File: src/rtl/axi_sram_pkg.sv
// Shared definitions for the AXI-to-SRAM bridges: response codes, FSM encoding
// and the byte-lane mask helper used by both the write and read sides.
package axi_sram_pkg;

   localparam logic [1:0] BRESP_OKAY   = 2'b00;
   localparam logic [1:0] BRESP_SLVERR = 2'b10;

   typedef enum logic [1:0] {
      ST_IDLE  = 2'd0,
      ST_WRITE = 2'd1,
      ST_RESP  = 2'd2
   } bridge_state_t;

   // Lanes covered by a (1 << size)-byte beat starting at byte offset lo.
   // Sizes wider than the 8-byte bus yield no lanes.
   function automatic logic [7:0] lane_mask(input logic [2:0] size, input logic [2:0] lo);
      logic [15:0] m;
      m = '0;
      if (size <= 3'd3) begin
         m = ((16'd1 << (16'd1 << size)) - 16'd1) << lo;
      end
      return m[7:0];
   endfunction

endpackage

File: src/rtl/axi_sram_wr_bridge.sv
// Single-outstanding AXI write responder: captures AW and W in any order,
// issues one byte-enabled SRAM write, then returns a B response with the held ID.
module axi_sram_wr_bridge
   import axi_sram_pkg::*;
#(
   parameter int ADDR_W = 32,
   parameter int DATA_W = 64,
   parameter int ID_W   = 4,
   parameter int NB     = DATA_W / 8
) (
   input  logic              clk,
   input  logic              reset,
   input  logic [ID_W-1:0]   awid,
   input  logic [ADDR_W-1:0] awaddr,
   input  logic [2:0]        awsize,
   input  logic              awvalid,
   output logic              awready,
   input  logic [DATA_W-1:0] wdata,
   input  logic [NB-1:0]     wstrb,
   input  logic              wlast,
   input  logic              wvalid,
   output logic              wready,
   output logic [ID_W-1:0]   bid,
   output logic [1:0]        bresp,
   output logic              bvalid,
   input  logic              bready,
   output logic [ADDR_W-1:0] ram_waddr,
   output logic [DATA_W-1:0] ram_wdata,
   output logic [NB-1:0]     ram_wen
);

   // Handshakes: a transfer happens on a rising edge where valid && ready.
   // ready never depends on valid; bid/bresp hold while bvalid && !bready.
   bridge_state_t state, state_nxt;

   logic [ID_W-1:0]   aw_id;
   logic [ADDR_W-1:0] aw_addr;
   logic [2:0]        aw_size;
   logic              aw_got;
   logic [DATA_W-1:0] w_data;
   logic [NB-1:0]     w_strb;
   logic              w_last;
   logic              w_got;

   logic aw_fire, w_fire, both_in, wr_err;
   logic [NB-1:0] wen_mask;

   assign aw_fire = awvalid && (state == ST_IDLE) && !aw_got;
   assign w_fire  = wvalid  && (state == ST_IDLE) && !w_got;
   assign both_in = (aw_got || aw_fire) && (w_got || w_fire);

   // Alignment test only matters for legal sizes; oversize is already an error.
   assign wr_err = (aw_size > 3'd3)
                || ((aw_addr[2:0] & 3'((4'd1 << aw_size) - 4'd1)) != 3'b000)
                || !w_last;

   assign wen_mask = NB'(lane_mask(aw_size, aw_addr[2:0]));

   always_ff @(posedge clk or posedge reset) begin
      if (reset) begin
         state <= ST_IDLE;
      end else begin
         state <= state_nxt;
      end
   end

   always_ff @(posedge clk or posedge reset) begin
      if (reset) begin
         aw_got  <= 1'b0;
         w_got   <= 1'b0;
         aw_id   <= '0;
         aw_addr <= '0;
         aw_size <= '0;
         w_data  <= '0;
         w_strb  <= '0;
         w_last  <= 1'b0;
      end else if (state == ST_RESP && bready) begin
         aw_got <= 1'b0;
         w_got  <= 1'b0;
      end else begin
         if (aw_fire) begin
            aw_got  <= 1'b1;
            aw_id   <= awid;
            aw_addr <= awaddr;
            aw_size <= awsize;
         end
         if (w_fire) begin
            w_got  <= 1'b1;
            w_data <= wdata;
            w_strb <= wstrb;
            w_last <= wlast;
         end
      end
   end

   always_comb begin
      state_nxt = state;
      awready   = 1'b0;
      wready    = 1'b0;
      bvalid    = 1'b0;
      bid       = '0;
      bresp     = BRESP_OKAY;
      ram_waddr = '0;
      ram_wdata = '0;
      ram_wen   = '0;
      case (state)
         ST_IDLE: begin
            awready = !aw_got;
            wready  = !w_got;
            if (both_in) state_nxt = ST_WRITE;
         end
         ST_WRITE: begin
            if (!wr_err) begin
               ram_waddr = {aw_addr[ADDR_W-1:3], 3'b000};
               ram_wdata = w_data;
               ram_wen   = w_strb & wen_mask;
            end
            state_nxt = ST_RESP;
         end
         ST_RESP: begin
            bvalid = 1'b1;
            bid    = aw_id;
            bresp  = wr_err ? BRESP_SLVERR : BRESP_OKAY;
            if (bready) state_nxt = ST_IDLE;
         end
         default: state_nxt = ST_IDLE;
      endcase
   end

endmodule
File: config.mk
export PLATFORM = sky130hd
export DESIGN_NAME = axi_sram_wr_bridge
export DESIGN_NICKNAME = d
export VERILOG_FILES = /design/src/rtl/axi_sram_pkg.sv /design/src/rtl/axi_sram_wr_bridge.sv
export SDC_FILE = /design/constraint.sdc
export NUM_CORES = 1
export LEC_CHECK = 0
export ABC_AREA = 1
export ABC_CLOCK_PERIOD_IN_PS = 3700
export BUFFER_PORTS_ARGS = -buffer_cell sky130_fd_sc_hd__buf_2
export CORE_MARGIN = 8
export CORE_UTILIZATION = 45
export DETAILED_ROUTE_END_ITERATION = 12
export GPL_TIMING_DRIVEN = 0
export PLACE_DENSITY_LB_ADDON = 0.1
export REMOVE_ABC_BUFFERS = 1
export SLEW_MARGIN = 20
export SYNTH_ARGS = -nofsm -noshare
export SYNTH_HDL_FRONTEND = slang
export SYNTH_SLANG_ARGS = --single-unit
export TNS_END_PERCENT = 1
File: constraint.sdc
create_clock -name clk -period 3.7 [get_ports clk]
set_input_delay 0.185 -clock clk [delete_from_list [all_inputs] [get_ports clk]]
set_output_delay 0.185 -clock clk [all_outputs]
set_load 0.005 [all_outputs]
Yosys cells after proc, flatten, opt, wreduce, memory -nomap -nowiden --
Cells that the tools add are included.
Storage, ports and cells: bits in registers 116, input bits 117, output and inout bits 113
Operators by class: $add $sub $neg 2, magnitude comparators 2, equality and inequality tests 4, shift operators 4, muxes and demuxes 20, bitwise operators 3, reductions and logical operators 20
Operator list (count):
- $mux W64 | 2
- $mux W32 | 2
- $mux W8 | 3
- $shl A1 B16 Y16 const A | 1
- $shl A1 B3 Y16 const A | 1
- $shl A16 B3 Y8 | 1
- $sub A16 B1 Y16 const B | 1
- $and A8 B8 Y8 | 1
- $mux W2 | 4
- $mux W1 | 7
- $logic_and A1 B1 Y1 | 6
- $pmux W2 S3 | 1
- $reduce_and A2 Y1 | 3
- $logic_or A1 B1 Y1 | 4
- $mux W4 | 1
- $ne A2 B2 Y1 const B | 2
- $reduce_bool A2 Y1 | 2
- $and A3 B3 Y3 | 1
- $gt A3 B2 Y1 const B | 1
- $le A3 B2 Y1 const B | 1
- $logic_not A1 Y1 | 3
- $reduce_bool A3 Y1 | 1
- $shl A1 B3 Y3 const A | 1
- $sub A3 B1 Y3 const B | 1
- other kinds (4) | 4

Longest topological paths before layout --
Gate-level depths: netlist (run 1).
depth after elaboration 8, gate-level depth with buffers 14, mapped depth without buffers 14

Least setup slack after synthesis (run 1) --
No wires, ideal clock.
kind register -> output, start reg aw_size[2], end out ram_wen[1], data arrival time 1777 ps, setup slack 1738 ps, stages on the path, launching flop included 12, path buffers 0, cell sequence dfrtp_1 > nor2_4 > nand2_1 > ha_1 > inv_1 > nand2_1 > nand3b_1 > a21oi_4 > nand2_1 > nor2_1 > nand2_1 > nor3b_2
Between the ends: longest elaborated chain between the ends 8
Ends and longest elaborated chain:
- start: declaration | RTL line axi_sram_wr_bridge.sv:38 | logic [2:0] aw_size;
- start signal: assignment | RTL line axi_sram_wr_bridge.sv:85 | aw_size <= awsize;
- $shl A1 B3 Y16 / $shl A1 B3 Y3 (equally long branches) | RTL line axi_sram_pkg.sv:20, axi_sram_wr_bridge.sv:54
- $shl A1 B16 Y16 / $sub A3 B1 Y3 (equally long branches) | RTL line axi_sram_pkg.sv:20, axi_sram_wr_bridge.sv:54
- $sub A16 B1 Y16 / $and A3 B3 Y3 (equally long branches) | RTL line axi_sram_pkg.sv:20, axi_sram_wr_bridge.sv:54
- $shl A16 B3 Y8 / $reduce_bool A3 Y1 (equally long branches) | RTL line axi_sram_pkg.sv:20, axi_sram_wr_bridge.sv:54
- $mux W8 / $logic_or A1 B1 Y1 (equally long branches) | RTL line axi_sram_pkg.sv:19, axi_sram_wr_bridge.sv:54
- $and A8 B8 Y8 / $logic_or A1 B1 Y1 (equally long branches) | RTL line axi_sram_wr_bridge.sv:116, axi_sram_wr_bridge.sv:55
- $mux W8 (*) | RTL line axi_sram_wr_bridge.sv:113 | if (!wr_err) begin
- $mux W8 (*) | RTL line axi_sram_wr_bridge.sv:106 | case (state)
- end: declaration | RTL line axi_sram_wr_bridge.sv:29 | output logic [NB-1:0] ram_wen
Every way passes the cells marked *; elsewhere a longest branch is shown, timed or not.

Worst setup path after layout (run 1) --
start reg aw_size[2], end out ram_wen[6]
Same word-level chain as after synthesis.

==> metrics.md, run 1 <==
| Metric | Value |
|---|---|
| Via count | `4933` |
| Hold/Removal Path Class | `in2reg` |
| Initial antenna violation count | `2` |
| Worst-case clock buffer depth | `2` |
| Commonest non-fill, non-tap cell in the layout | `buf_2` |
| GR Overflow Total | `0` |
| Die W | `125.5 µm` |
| DRT antenna net count | `0` |
| Worst Reg-to-Reg Cells | `8` |
| Initial Util | `45.46%` |
| # clock sinks | `116` |
| Synth top area share | `53.83%` |
| Syn Inst Count | `674` |
| Total wire length | `14820 µm` |
| Area Overhead vs Synth | `35.55%` |
| Syn avg cell area | `8.001 µm²` |
| Worst-path fanout max | `69` |
| Synth unique cells | `25` |
| Core area | `11860 µm²` |
| Outcome | `finished, final reports clean` |
| Share of layout cells above drive strength 1 | `29.42%` |
| CP Data Arrival Time | `2970 ps` |
| WL/cell | `13.99 µm` |
| Post-synth EDFFs | `0` |
| Worst EP required | `3510 ps` |
| H-tree depth | `4` |
| Non-Filler Instances | `1059` |
| Kind of critical path | `reg2out` |
| Maxcap violations | `0` |
| Placed cell count | `1014` |
| Synthesis Warnings | `0` |
| Number of port buffers | `225` |
| Minimum clock period | `3156 ps` |
| Global router's overall resource usage | `18.96%` |
| Number of setup buffers added after CTS | `0` |
| Dpl hpwl | `10620 µm` |
| Largest net degree at the start of global routing | `97` |
| Worst r2r src | `state[0]$_DFFE_PP0P_` |
| Starting DRC count in detailed routing | `254` |
| Most frequent cells in the layout | `buf_2, nor2_1, dfrtp_1, inv_1, a21oi_1` |
| Vias per inst | `4.658` |
| Top FF cell, synth | `dfrtp_1` |
| Fin. Hold Viols | `0` |
| CP Capture Type | `output port` |
| CTS Buf Count | `17` |
| #FFs+latches synth | `116` |
| Worst-skew pair later-pin latency | `410 ps` |
| Sequential area share after synthesis | `53.83%` |
| Number of global-route vias before repair | `5028` |
| Worst reg2reg endpoint | `w_data[29]$_DFFE_PP0P_` |
| Nets | `1017` |
| Ys async rst share | `100.0%` |
| Reg clk slew, reported paths | `50 ps` |
| Final Skew | `14.22 ps` |
| Critical Path Start Type | `register` |
| Setup Viol. Count Final | `0` |
| Min-delay src | `wstrb[1]` |
| R2r setup slk | `1510 ps` |
| Row count | `40` |
| Period utilisation layout | `85.31%` |
| Root Buffer | `clkbuf_16` |
| WHS Endpoint | `w_strb[1]$_DFFE_PP0P_` |
| Maximum clock frequency | `316.8 MHz` |
| Fill cells | `1111` |
| First-pass GRT wire length | `24100 µm` |
| Max IR drop VDD | `281.2 µV` |
| Drt first pass iters | `6` |
| Die height | `125.5 µm` |
| Die footprint | `15740 µm²` |
| Residual DRC | `0` |
| Worst hold path cell count | `2` |
| Final Slew Violations | `0` |
| P_leak | `4.426 nW` |
| Post-synth top area cell | `dfrtp_1` |
| Power per cell area | `704.4 nW/µm²` |
| TritonCTS clock tree | `built` |
| RSZ-0062 raised after global routing | `false` |
| Ports | `230` |
| End-of-flow core utilization | `61.62%` |
| Synthesized cell area | `5393 µm²` |
| GPL Wtd Cong | `0.8314` |
| Synth area leaders | `dfrtp_1, nor2_1, a21oi_1` |
## cell type report
cell class              instances  area (µm²)  area share, %
well taps                     147       183.9          2.516
flip-flops and latches        116        2903          39.71
multi-input cells             407        1862          25.47
clock inverters                 3       40.04         0.5478
inverters                     115       436.7          5.974
clock buffers                  29       530.5          7.258
diodes                          1       2.502        0.03423
repair buffers                241        1351          18.49
## synth_stat cells, types with 2 or more instances
| library cell | count |
|---|---|
| o21ai_0 | 5 |
| buf_2 | 23 |
| ha_1 | 2 |
| nand2_1 | 34 |
| nor2_1 | 217 |
| mux2_1 | 7 |
| inv_1 | 114 |
| buf_6 | 5 |
| nand3_1 | 19 |
| dfrtp_1 | 116 |
| buf_4 | 4 |
| clkbuf_1 | 7 |
| a21oi_1 | 106 |
| conb_1 | 2 |
| mux2_2 | 3 |
## kinds of logic after synthesis
family,count (synthesis),share of synthesized area [%]
other cells,2,0.1393
mux,10,2.088
flops,116,53.83
simple gates,277,20.51
fa+ha+maj,2,0.4640
buf+inv,154,12.23
compound gates,113,10.74
## through the flow
step | setup slack [ps] | TNS [ps] | hold WS, ps | total power (W) | instance area [µm²]
CTS | 136.8 | 0 | 0.1675 | 0.005207 | 7279
global route | 342.0 | 0 | 5.445 | 0.005540 | 7310
detailed placement | 577.3 | 0 | 245.8 | 0.003614 | 6599
floorplan | 233.9 | 0 | 296.4 | 0.003147 | 5176
global placement | -962.5 | -149700 | 400.2 | 0.003533 | 6486
finish | 543.6 | 0 | 14.56 | 0.005149 | 7310
## layer usage
metal | track usage (%) | up-vias | routed length, µm
met5 | 0 | - | 8
met4 | 7.450 | 2 | 194
met3 | 7.735 | 17 | 1189
met2 | 32.61 | 154 | 7496
met1 | 20.36 | 2279 | 5931
li1 | - | 2481 | -
## power breakdown
group / internal [W] / leakage, nW / switching [W]
logic: 0.000578 / 2.89 / 0.000953
registers: 0.00184 / 1.25 / 0.000219
clock network: 0.00103 / 0.282 / 0.000528
total: 0.00345 / 4.43 / 0.00170
## flip-flops by register name, indices dropped and copies added (netlist names)
name	flops
w_last	1
aw_addr	32
w_got	1
w_strb	8
aw_got	1
aw_size	3
w_data	64
state	2
aw_id	4
## worst max-delay path by stage
stage,slack [ps],to,cells after the start,start
after floorplan,230,w_last$_DFFE_PP0P_,5,state[0]$_DFFE_PP0P_
after global placement,-960,w_data[13]$_DFFE_PP0P_,2,reset
after detailed placement,580,ram_wen[6],12,aw_size[2]$_DFFE_PP0P_
after CTS,140,ram_wen[6],12,aw_size[2]$_DFFE_PP0P_
after global routing,340,ram_wen[6],13,aw_size[2]$_DFFE_PP0P_
final,540,ram_wen[6],13,aw_size[2]$_DFFE_PP0P_
## worst max-delay path, stage by stage, from the launching register on
cell and delay [ps]:
dfrtp_1 450, nor2_4 210, nand2_1 120, ha_1 290, inv_1 30, nand2_1 50
nand3b_1 110, a21oi_4 180, nand3b_4 330, buf_16 330, nor2_1 130, nand2_1 60
nor2_1 80, buf_2 120
## what timing repair did
action | in CTS | in global routing
hold buffers | 11 | 0
endpoints found under the hold margin | 55 | 0
resized for setup | 0 | 0
Power figures use the tool's default switching activity.
==> run 2, diff against run 1 <==
--- a/config.mk
+++ b/config.mk
@@ -10,6 +10,7 @@
 export BUFFER_PORTS_ARGS = -buffer_cell sky130_fd_sc_hd__buf_2
 export CORE_MARGIN = 8
 export CORE_UTILIZATION = 45
+export CTS_BUF_LIST = sky130_fd_sc_hd__clkbuf_2
 export DETAILED_ROUTE_END_ITERATION = 12
 export GPL_TIMING_DRIVEN = 0
 export PLACE_DENSITY_LB_ADDON = 0.1
==> run 2 against run 1 <==
Setup slack got worse by 290 ps; clock power shrank 56%; final cell count up 10%; largest power group unchanged; critical path depth shrank 3; sequential cell count unchanged; final area increased by 9.3%; combinational power up 11%; clock skew rose by 1.6 ps; global-route usage increased by 2.7 points; highest routed layer is now met4; die area unchanged; hold slack gained 62 ps; sequential share of layout area shrank 3.4 points.
==> metrics.md, run 2 (synthesized netlist as in run 1, its figures left out) <==
| Metric | Value |
|---|---|
| Delay-heaviest family, CP | `simple AND/OR/NAND/NOR gates` |
| Worst EP required | `3510 ps` |
| Root Buffer | `clkbuf_2` |
| Ports | `230` |
| Die W | `125.5 µm` |
| Via count | `5508` |
| Setup Viol. Count Final | `0` |
| Reg clk slew, reported paths | `160 ps` |
| Outcome | `finished, final reports clean` |
| Post-route cell area | `7988 µm²` |
| Share of layout cells above drive strength 1 | `26.42%` |
| Reg with most FFs | `w_data` |
| Starting DRC count in detailed routing | `299` |
| CP Data Arrival Time | `3270 ps` |
| GR Overflow Total | `0` |
| Largest register FFs | `64` |
| TritonCTS clock tree | `built` |
| Worst-case clock buffer depth | `2` |
| Number of setup buffers added after CTS | `0` |
| WL/cell | `14.68 µm` |
| Fin. Hold Viols | `0` |
| Worst Reg-to-Reg Cells | `8` |
| Residual DRC | `0` |
| Number of global-route vias before repair | `5665` |
| Maximum clock frequency | `289.8 MHz` |
| CP Capture Type | `output port` |
| P_leak | `4.739 nW` |
| Flop pwr share | `46.3%` |
| Worst reg2reg endpoint | `w_data[38]$_DFFE_PP0P_` |
| Critical Path Start | `aw_size[2]$_DFFE_PP0P_` |
| Tightest Pin Transition | `633.8 ps` |
| H-tree depth | `4` |
| DRT antenna net count | `0` |
| Largest net degree at the start of global routing | `72` |
| R2r setup slk | `1470 ps` |
| Vias per inst | `4.728` |
| Power per cell area | `555.1 nW/µm²` |
| Drt first pass iters | `5` |
| ANT cells | `0` |
| Worst-skew pair later-pin latency | `670 ps` |
| Area Overhead vs Synth | `48.12%` |
| P_sw | `0.001694 W` |
| Number of port buffers | `225` |
| Placed Area | `6599 µm²` |
| # clock sinks | `116` |
| Top cell by count, worst path | `nand2_1` |
| Switching Share | `38.20%` |
| Slew HR | `57.75%` |
| Minimum clock period | `3451 ps` |
| Critical Path Start Type | `register` |
| Hold slack | `76.82 ps` |
| Largest registers | `w_data: 64 flops, aw_addr: 32 flops, w_strb: 8 flops` |
| Dpl hpwl | `10620 µm` |
| Hold/Removal Path Class | `in2async` |
| Die height | `125.5 µm` |
| Worst r2r src | `state[0]$_DFFE_PP0P_` |
| Comb pwr share | `38.3%` |
| Initial antenna violation count | `0` |
| Core area | `11860 µm²` |
| Most frequent cells in the layout | `buf_2, nor2_1, dlygate4sd3_1, dfrtp_1, inv_1` |
| Row count | `40` |
| Int Power | `0.002740 W` |
| Final Skew | `15.78 ps` |
| First-pass GRT wire length | `27430 µm` |
| Worst-path fanout max | `48` |
| Setup tns final | `0 ps` |
| Nets | `1124` |
| Die footprint | `15740 µm²` |
| Final Power | `0.004434 W` |
| Period utilisation layout | `93.27%` |
| Clock network power share | `15.4%` |
| CP Cell Sequence | `nor2_4, nand2_1, ha_1, inv_1, nand2_1, nand3b_1, a21oi_4, nand3b_4, nor2_1, buf_2` |
| GPL Wtd Cong | `0.8314` |
| Initial Util | `45.46%` |
| Global router's overall resource usage | `21.63%` |
| Total wire length | `17100 µm` |
| Maxcap violations | `0` |
| Worst path max stage delay | `530 ps` |
| Kind of critical path | `reg2out` |
| Max IR drop VDD | `309.7 µV` |
| Buffers & Inverters on Critical Path | `2` |
| Crit-path slowest cell | `nand3b_4` |
| CTS Buf Count | `17` |
| Final Slew Violations | `0` |
| Commonest non-fill, non-tap cell in the layout | `buf_2` |
| RSZ-0062 raised after global routing | `true` |
## run 2: layout make-up
type,count,area (µm²)
inverters,115,436.7
clock buffers,23,115.1
multi-input cells,409,1902
repair buffers,346,2385
fillers,998,3874
well taps,147,183.9
clock inverters,9,62.56
flip-flops and latches,116,2903
## run 2: power by group through the flow
| stage | Combinational (W) | Clock [W] | Sequential [W] |
|---|---|---|---|
| floorplan | 0.00113 | 0 | 0.00202 |
| global placement | 0.00146 | 0 | 0.00207 |
| detailed placement | 0.00153 | 0 | 0.00208 |
| CTS | 0.00167 | 0.000720 | 0.00205 |
| global route | 0.00194 | 0.000770 | 0.00211 |
| finish | 0.00170 | 0.000684 | 0.00205 |
## run 2: how the worst max path moves through the flow
stage	to	depth (start not counted)
2_1_floorplan	w_last$_DFFE_PP0P_	5
3_3_place_gp	w_data[13]$_DFFE_PP0P_	2
3_5_place_dp	ram_wen[6]	12
4_1_cts	ram_wen[6]	12
5_1_grt	ram_waddr[22]	10
6_report	ram_waddr[5]	10
## run 2: routing by layer
layer / part of all wire [%] / global-route usage [%]
met2: 51 / 38.21
met4: 2.1 / 7.378
met1: 40 / 23.06
met5: 0 / 0
met3: 7.0 / 8.457
## run 2: tightest hold or removal path: stages
cell,delay (ps)
dlygate4sd3_1,530
buf_2,150
inv_6,330
## run 2: metrics by stage
stage / instances / setup WS [ps] / util [%]
3_5_place_dp: 1014 / 577.3 / 55.63
3_3_place_gp: 1010 / -962.5 / 54.68
6_report: 1165 / 249.0 / 67.34
4_1_cts: 1164 / 81.95 / 67.17
5_1_grt: 1165 / -89.58 / 67.34
2_1_floorplan: 638 / 233.9 / -
## run 2: repair_timing
item | 4_1_cts | 5_1_grt
hold buffers | 117 | 0
resized for setup | 1 | 1
endpoints found under the setup margin | 96 | 25
endpoints found under the hold margin | 232 | 0
pin swaps | 1 | 1
gates cloned | 1 | 1
